==> src/rtl/gpio_ctrl.sv <==
// gpio_ctrl: memory-mapped GPIO bank controller.
// Holds pad output data/enable state, offers atomic set/clear writes, and
// synchronizes pad inputs to capture enabled rising/falling edges into a
// sticky write-1-to-clear status register that drives a level interrupt.
module gpio_ctrl #(
    parameter int NR_GPIOS    = 8,
    parameter int SYNC_STAGES = 2
) (
    input  logic                clk,
    input  logic                reset_,
    input  logic                bus_req_valid,
    output logic                bus_req_ready,
    input  logic                bus_req_wr,
    input  logic [4:0]          bus_req_addr,
    input  logic [31:0]         bus_req_wdata,
    output logic                bus_rsp_valid,
    output logic [31:0]         bus_rsp_rdata,
    output logic [NR_GPIOS-1:0] gpio_oe,
    output logic [NR_GPIOS-1:0] gpio_do,
    input  logic [NR_GPIOS-1:0] gpio_di,
    output logic                irq
);

    // Bus handshake states
    localparam logic [0:0] ST_IDLE = 1'b0;
    localparam logic [0:0] ST_RESP = 1'b1;

    // Register word offsets (address bits [4:2])
    localparam logic [2:0] REG_DO      = 3'd0;
    localparam logic [2:0] REG_OE      = 3'd1;
    localparam logic [2:0] REG_DI      = 3'd2;
    localparam logic [2:0] REG_RISE_EN = 3'd3;
    localparam logic [2:0] REG_FALL_EN = 3'd4;
    localparam logic [2:0] REG_STATUS  = 3'd5;
    localparam logic [2:0] REG_DO_SET  = 3'd6;
    localparam logic [2:0] REG_DO_CLR  = 3'd7;

    localparam logic [NR_GPIOS-1:0] GPIO_ZERO = {NR_GPIOS{1'b0}};

    logic [0:0]          state_r;
    logic                ready_r;
    logic                rsp_valid_r;
    logic [31:0]         rdata_r;
    logic [NR_GPIOS-1:0] do_r;
    logic [NR_GPIOS-1:0] oe_r;
    logic [NR_GPIOS-1:0] rise_en_r;
    logic [NR_GPIOS-1:0] fall_en_r;
    logic [NR_GPIOS-1:0] status_r;
    logic [NR_GPIOS-1:0] sync_r [SYNC_STAGES];
    logic [NR_GPIOS-1:0] di_prev_r;
    logic                irq_r;

    logic                accept_s;
    logic [2:0]          reg_sel_s;
    logic [NR_GPIOS-1:0] wmask_s;
    logic [NR_GPIOS-1:0] di_sync_s;
    logic [NR_GPIOS-1:0] do_next_s;
    logic [NR_GPIOS-1:0] oe_next_s;
    logic [NR_GPIOS-1:0] rise_en_next_s;
    logic [NR_GPIOS-1:0] fall_en_next_s;
    logic [NR_GPIOS-1:0] w1c_s;
    logic [NR_GPIOS-1:0] rise_s;
    logic [NR_GPIOS-1:0] fall_s;
    logic [NR_GPIOS-1:0] rd_val_s;
    logic [31:0]         rd_word_s;
    logic                unused_s;

    // Address low bits and data bits above the pin count carry no meaning.
    assign unused_s = ^{bus_req_addr[1:0], bus_req_wdata};

    assign di_sync_s     = sync_r[SYNC_STAGES-1];
    assign bus_req_ready = ready_r;
    assign bus_rsp_valid = rsp_valid_r;
    assign bus_rsp_rdata = rdata_r;
    assign gpio_do       = do_r;
    assign gpio_oe       = oe_r;
    assign irq           = irq_r;

    // Request acceptance and field extraction
    always_comb begin
        accept_s  = bus_req_valid && ready_r;
        reg_sel_s = bus_req_addr[4:2];
        wmask_s   = bus_req_wdata[NR_GPIOS-1:0];
    end

    // Write decode: next register values for an accepted write
    always_comb begin
        do_next_s      = do_r;
        oe_next_s      = oe_r;
        rise_en_next_s = rise_en_r;
        fall_en_next_s = fall_en_r;
        w1c_s          = GPIO_ZERO;
        if (accept_s && bus_req_wr) begin
            case (reg_sel_s)
                REG_DO:      do_next_s      = wmask_s;
                REG_OE:      oe_next_s      = wmask_s;
                REG_RISE_EN: rise_en_next_s = wmask_s;
                REG_FALL_EN: fall_en_next_s = wmask_s;
                REG_STATUS:  w1c_s          = wmask_s;
                REG_DO_SET:  do_next_s      = do_r | wmask_s;
                REG_DO_CLR:  do_next_s      = do_r & ~wmask_s;
                default:     w1c_s          = GPIO_ZERO;
            endcase
        end else begin
            w1c_s = GPIO_ZERO;
        end
    end

    // Read mux, zero-extended to the bus width
    always_comb begin
        rd_val_s = GPIO_ZERO;
        case (reg_sel_s)
            REG_DO:      rd_val_s = do_r;
            REG_OE:      rd_val_s = oe_r;
            REG_DI:      rd_val_s = di_sync_s;
            REG_RISE_EN: rd_val_s = rise_en_r;
            REG_FALL_EN: rd_val_s = fall_en_r;
            REG_STATUS:  rd_val_s = status_r;
            default:     rd_val_s = GPIO_ZERO;
        endcase
        rd_word_s                = 32'd0;
        rd_word_s[NR_GPIOS-1:0]  = rd_val_s;
    end

    // Edge detection on the synchronized inputs, gated by the enables
    always_comb begin
        rise_s = di_sync_s & ~di_prev_r & rise_en_r;
        fall_s = ~di_sync_s & di_prev_r & fall_en_r;
    end

    // Pad input synchronizer chain plus previous-value flop for edge detect
    always_ff @(posedge clk or negedge reset_) begin
        if (!reset_) begin
            for (int i = 0; i < SYNC_STAGES; i++) begin
                sync_r[i] <= GPIO_ZERO;
            end
            di_prev_r <= GPIO_ZERO;
        end else begin
            sync_r[0] <= gpio_di;
            for (int i = 1; i < SYNC_STAGES; i++) begin
                sync_r[i] <= sync_r[i-1];
            end
            di_prev_r <= di_sync_s;
        end
    end

    // Bus handshake: one response pulse per accepted request
    always_ff @(posedge clk or negedge reset_) begin
        if (!reset_) begin
            state_r     <= ST_IDLE;
            ready_r     <= 1'b1;
            rsp_valid_r <= 1'b0;
            rdata_r     <= 32'd0;
        end else begin
            case (state_r)
                ST_IDLE: begin
                    if (accept_s) begin
                        state_r     <= ST_RESP;
                        ready_r     <= 1'b0;
                        rsp_valid_r <= 1'b1;
                        rdata_r     <= bus_req_wr ? 32'd0 : rd_word_s;
                    end else begin
                        rsp_valid_r <= 1'b0;
                        rdata_r     <= 32'd0;
                    end
                end
                ST_RESP: begin
                    state_r     <= ST_IDLE;
                    ready_r     <= 1'b1;
                    rsp_valid_r <= 1'b0;
                    rdata_r     <= 32'd0;
                end
                default: begin
                    state_r     <= ST_IDLE;
                    ready_r     <= 1'b1;
                    rsp_valid_r <= 1'b0;
                    rdata_r     <= 32'd0;
                end
            endcase
        end
    end

    // Control registers, sticky status (new edge beats W1C) and interrupt
    always_ff @(posedge clk or negedge reset_) begin
        if (!reset_) begin
            do_r      <= GPIO_ZERO;
            oe_r      <= GPIO_ZERO;
            rise_en_r <= GPIO_ZERO;
            fall_en_r <= GPIO_ZERO;
            status_r  <= GPIO_ZERO;
            irq_r     <= 1'b0;
        end else begin
            do_r      <= do_next_s;
            oe_r      <= oe_next_s;
            rise_en_r <= rise_en_next_s;
            fall_en_r <= fall_en_next_s;
            status_r  <= (status_r & ~w1c_s) | rise_s | fall_s;
            irq_r     <= |status_r;
        end
    end

endmodule

==> config.mk <==
export PLATFORM = sky130hd
export DESIGN_NAME = gpio_ctrl
export DESIGN_NICKNAME = d
export VERILOG_FILES = /design/src/rtl/gpio_ctrl.sv
export SDC_FILE = /design/constraint.sdc
export NUM_CORES = 1
export LEC_CHECK = 0
export BUFFER_PORTS_ARGS = -buffer_cell sky130_fd_sc_hd__clkbuf_2
export CAP_MARGIN = 20
export CORE_AREA = 8 8 86 107
export DETAILED_ROUTE_END_ITERATION = 8
export DIE_AREA = 0 0 94 115
export GPL_TIMING_DRIVEN = 1
export PLACE_DENSITY = 0.79
export SLEW_MARGIN = 15
export SYNTH_ARGS = -nofsm -noshare
export SYNTH_HDL_FRONTEND = slang
export SYNTH_SLANG_ARGS = --single-unit
export TNS_END_PERCENT = 10
==> constraint.sdc <==
create_clock -name clk -period 1.58 [get_ports clk]
set_input_delay 0.079 -clock clk [delete_from_list [all_inputs] [get_ports clk]]
set_output_delay 0.079 -clock clk [all_outputs]
set_load 0.005 [all_outputs]
==> flow_summary_export.csv <==
group,metric,value,unit
cells_and_area,drive_gt1_share,34.2,%
power_and_ir_drop,p_seq_share,56.6,%
synthesis,synth_cells,285,
floorplanning,core.rowCount,36,
grt,grt_pass1_wl,12700,um
cts,clkTransAtPathRegs,0.09,ns
cts,cts_max_level,3,
floorplanning,start_util,44.6,%
route,drc,0,
grt,antenna_found_initial,0,
grt,grt_max_degree,42,
synthesis,synth_edf_count,0,
power_and_ir_drop,p_sw_share,25.2,%
floorplanning,dieArea,0.0108,mm^2
hold_path,hold_start,"bus_req_wdata[2]",
placement,port_buffers,49,
synthesis,synth.distinct_cells,38,
synthesis,synth_flop_cell,"dfrtp_1",
power_and_ir_drop,p_leak,2.05,nW
power_and_ir_drop,p_int,2.60,mW
sta,hold_violations,0,
power_and_ir_drop,combPwrFrac,6.9,%
sta,rsz0062_at_grt,"yes",
sta,slew_violations,0,
synthesis,yosysMostFrequentCell,"dfrtp_1",
sta,fin_crit,1.56,ns
route,ant_nets,0,
critical_path,arrival,1.79,ns
synthesis,synth-async-reset-ratio,100,%
critical_path,critPathMaxStageDelay,0.58,ns
cts,cts_buffer_depth,2,
flow_run,cap_violations,0,
outcome,status,"complete, no violations",
critical_path,timing.rr.end,"fall_en_r[0]$_DFFE_PN0P_",
sta,relSlewSlack,57.5,%
critical_path,critPathSlowestCell,"dfstp_2",
sta,skew,0.0134,ns
floorplanning,num_io_pins,100,
synthesis,yosys_register_bits,75,
hold_path,hold_path_end,"gpio_do[2]$_DFFE_PN0P_",
power_and_ir_drop,p_sw,0.874,mW
critical_path,crit_type,"register to register",
cts,worstSkewPairLatency,0.35,ns
critical_path,critPathRequiredTime,1.81,ns
cells_and_area,fin_util,53.6,%
placement,gp_congestion,0.847,
synthesis,synth_area,0.00338,mm^2
floorplanning,die_h,115,um
critical_path,cpMostUsedCell,"and3_4",
floorplanning,core,0.00757,mm^2
route,wire_per_inst,16.7,um
cells_and_area,nNetsFinal,415,
grt,grt_pass1_vias,2550,
critical_path,rrSetupSlack,0.02,ns
critical_path,worstRegToRegCells,4,
power_and_ir_drop,peakVddDrop,427,uV
synthesis,synth_top_cell_by_area,"dfrtp_1",
cells_and_area,layout.cells.non_filler,466,
route,routed_wl,7790,um
cts,cts_buffers,9,
route,viasPerCell,5.17,
route,first_pass_iters,5,
critical_path,path_cells,"and3_4 -> and3_4 -> buf_6 -> mux2_2",
cells_and_area,final_area,0.00406,mm^2
synthesis,yosysWarnings,0,
hold_path,hold_path_class,"input pin to register",
sta,fmax,642,MHz
route,drtIter0Drc,83,
hold_path,min_delay_path_depth,3,
critical_path,crit_path_start,"bus_req_ready$_DFFE_PN1P_",
placement,dp_hpwl,5740,um
sta,final.period_utilization,98.6,%
critical_path,cp_max_fo,5,
synthesis,syn_area_per_cell,11.8,um^2
power_and_ir_drop,clkPwrFrac,36.5,%
floorplanning,die_w,94,um
grt,grt.overflow.total,0,
placement,dp_cells,440,
synthesis,synth-seq-area-share,55.6,%
cts,cts_root_buf,"clkbuf_8",
critical_path,endpoint_kind,"register",
cts,cts_tree,"built",
synthesis,netlist_top_cells_area,"dfrtp_1 (55%), mux2_2 (9.0%), buf_4 (6.4%), nand2_1 (3.8%), nand3b_1 (3.3%)",
synthesis,synth_common_cells,"dfrtp_1 (74), nand2_1 (34), buf_4 (29), mux2_2 (27)",
grt,grt_usage,15.2,%
route,vias,2409,
placement,dpl_cell_area,0.00375,mm^2
critical_path,r2r_start,"bus_req_ready$_DFFE_PN1P_",
synthesis,yosysTopAreaCellShare,54.9,%
sta,setup_violations,0,
sta,tightest_slew,0.638,ns
critical_path,startpoint_type,"register",
cells_and_area,syn_to_final_growth,20.2,%
cts,clkSinkCount,75,
cells_and_area,antenna_cells,0,
power_and_ir_drop,power_density,856,mW/mm^2
-- how the worst max path moves through the flow --
stage                                          end  slack [ns]  depth (start not counted)
after CTS                   gpio_oe[3]$_DFFE_PN0P_       0.008                          4
final                     fall_en_r[0]$_DFFE_PN0P_        0.02                          4
after global placement    fall_en_r[6]$_DFFE_PN0P_        0.03                          4
after detailed placement  fall_en_r[0]$_DFFE_PN0P_      -0.001                          4
after global routing        gpio_oe[3]$_DFFE_PN0P_       -0.03                          4
after floorplan           fall_en_r[0]$_DFFE_PN0P_        0.02                          4
-- sequential cells by signal, indices dropped and copies added (netlist names) --
signal         cells
gpio_oe            8
rise_en_r          8
gpio_do            8
bus_rsp_valid      1
irq                1
di_sync_s          8
bus_req_ready      1
status_r           8
di_prev_r          8
fall_en_r          8
sync_r             8
bus_rsp_rdata      8
-- area by class of cell --
| type | count | area [um^2] |
|---|---|---|
| Fill cell | 661 | 3510 |
| Sequential cell | 75 | 1880 |
| Multi-Input combinational cell | 195 | 1340 |
| Timing Repair Buffer | 82 | 541 |
| Clock buffer | 9 | 124 |
| Tap cell | 95 | 119 |
| Clock inverter | 7 | 45.0 |
| Inverter | 3 | 11.3 |
-- per-stage QoR --
step	total power, mW	setup TNS, ns	hold WS [ns]	setup slack [ns]
finish	3.47	0	0.0227	0.0229
global route	3.63	-0.146	0.0330	-0.0299
CTS	3.50	0	0.00961	0.00810
detailed placement	2.22	-0.00115	0.0699	-0.00107
global placement	2.21	0	0.0611	0.0293
floorplan	2.14	0	-0.217	0.0189
-- layout by cell type, fill, tap and decap left out, types with 3 or more instances in the layout --
| master | n |
|---|---|
| clkbuf_2 | 48 |
| conb_1 | 24 |
| nand3b_1 | 15 |
| clkinv_2 | 3 |
| nor2_1 | 15 |
| a21oi_1 | 13 |
| buf_4 | 21 |
| o21ai_0 | 10 |
| a21o_1 | 9 |
| nand2b_1 | 3 |
| o211ai_1 | 8 |
| clkbuf_8 | 9 |
| dfrtp_1 | 74 |
| mux2i_1 | 11 |
| nand2_1 | 34 |
| clkinvlp_4 | 4 |
| dlygate4sd3_1 | 10 |
| mux4_2 | 3 |
| mux2_2 | 26 |
-- critical path: cells and delay by family (launching register included) --
kind | cells | cell delay (ns)
flip-flops | 1 | 0.58
AND/OR/NAND/NOR | 2 | 0.40
multiplexers | 1 | 0.33
buffers and inverters | 1 | 0.13
-- logic make-up after synthesis --
family,synth area share (%)
buffers and inverters,8.01
AND/OR/NAND/NOR,12.9
flip-flops,55.6
other,0.111
AO/OA/AOI/OAI,9.04
multiplexers,14.3
-- repair_timing --
item | in CTS | in global routing
pin swaps | 0 | 1
hold buffers | 10 | 0
hold endpoints to repair | 42 | 0
resized for setup | 1 | 6
buffers inserted | 0 | 0
setup endpoints to repair | 5 | 15
-- power groups by stage --
stage	logic (mW)	registers (mW)	clock network (mW)
after floorplan	0.141	2.00	0
after global placement	0.209	2.00	0
after detailed placement	0.216	2.01	0
after CTS	0.236	1.97	1.30
after global routing	0.266	1.97	1.40
final	0.239	1.97	1.27
-- per-layer routing --
layer	GRT usage, %	vias to the layer above	part of all wire (%)
met3	5.16	17	8.3
met5	0	-	0
met1	17.7	1187	40
li1	-	1117	-
met2	24.1	88	49
met4	7.85	0	2.7
No activity file was read; power rests on OpenSTA's default activity.
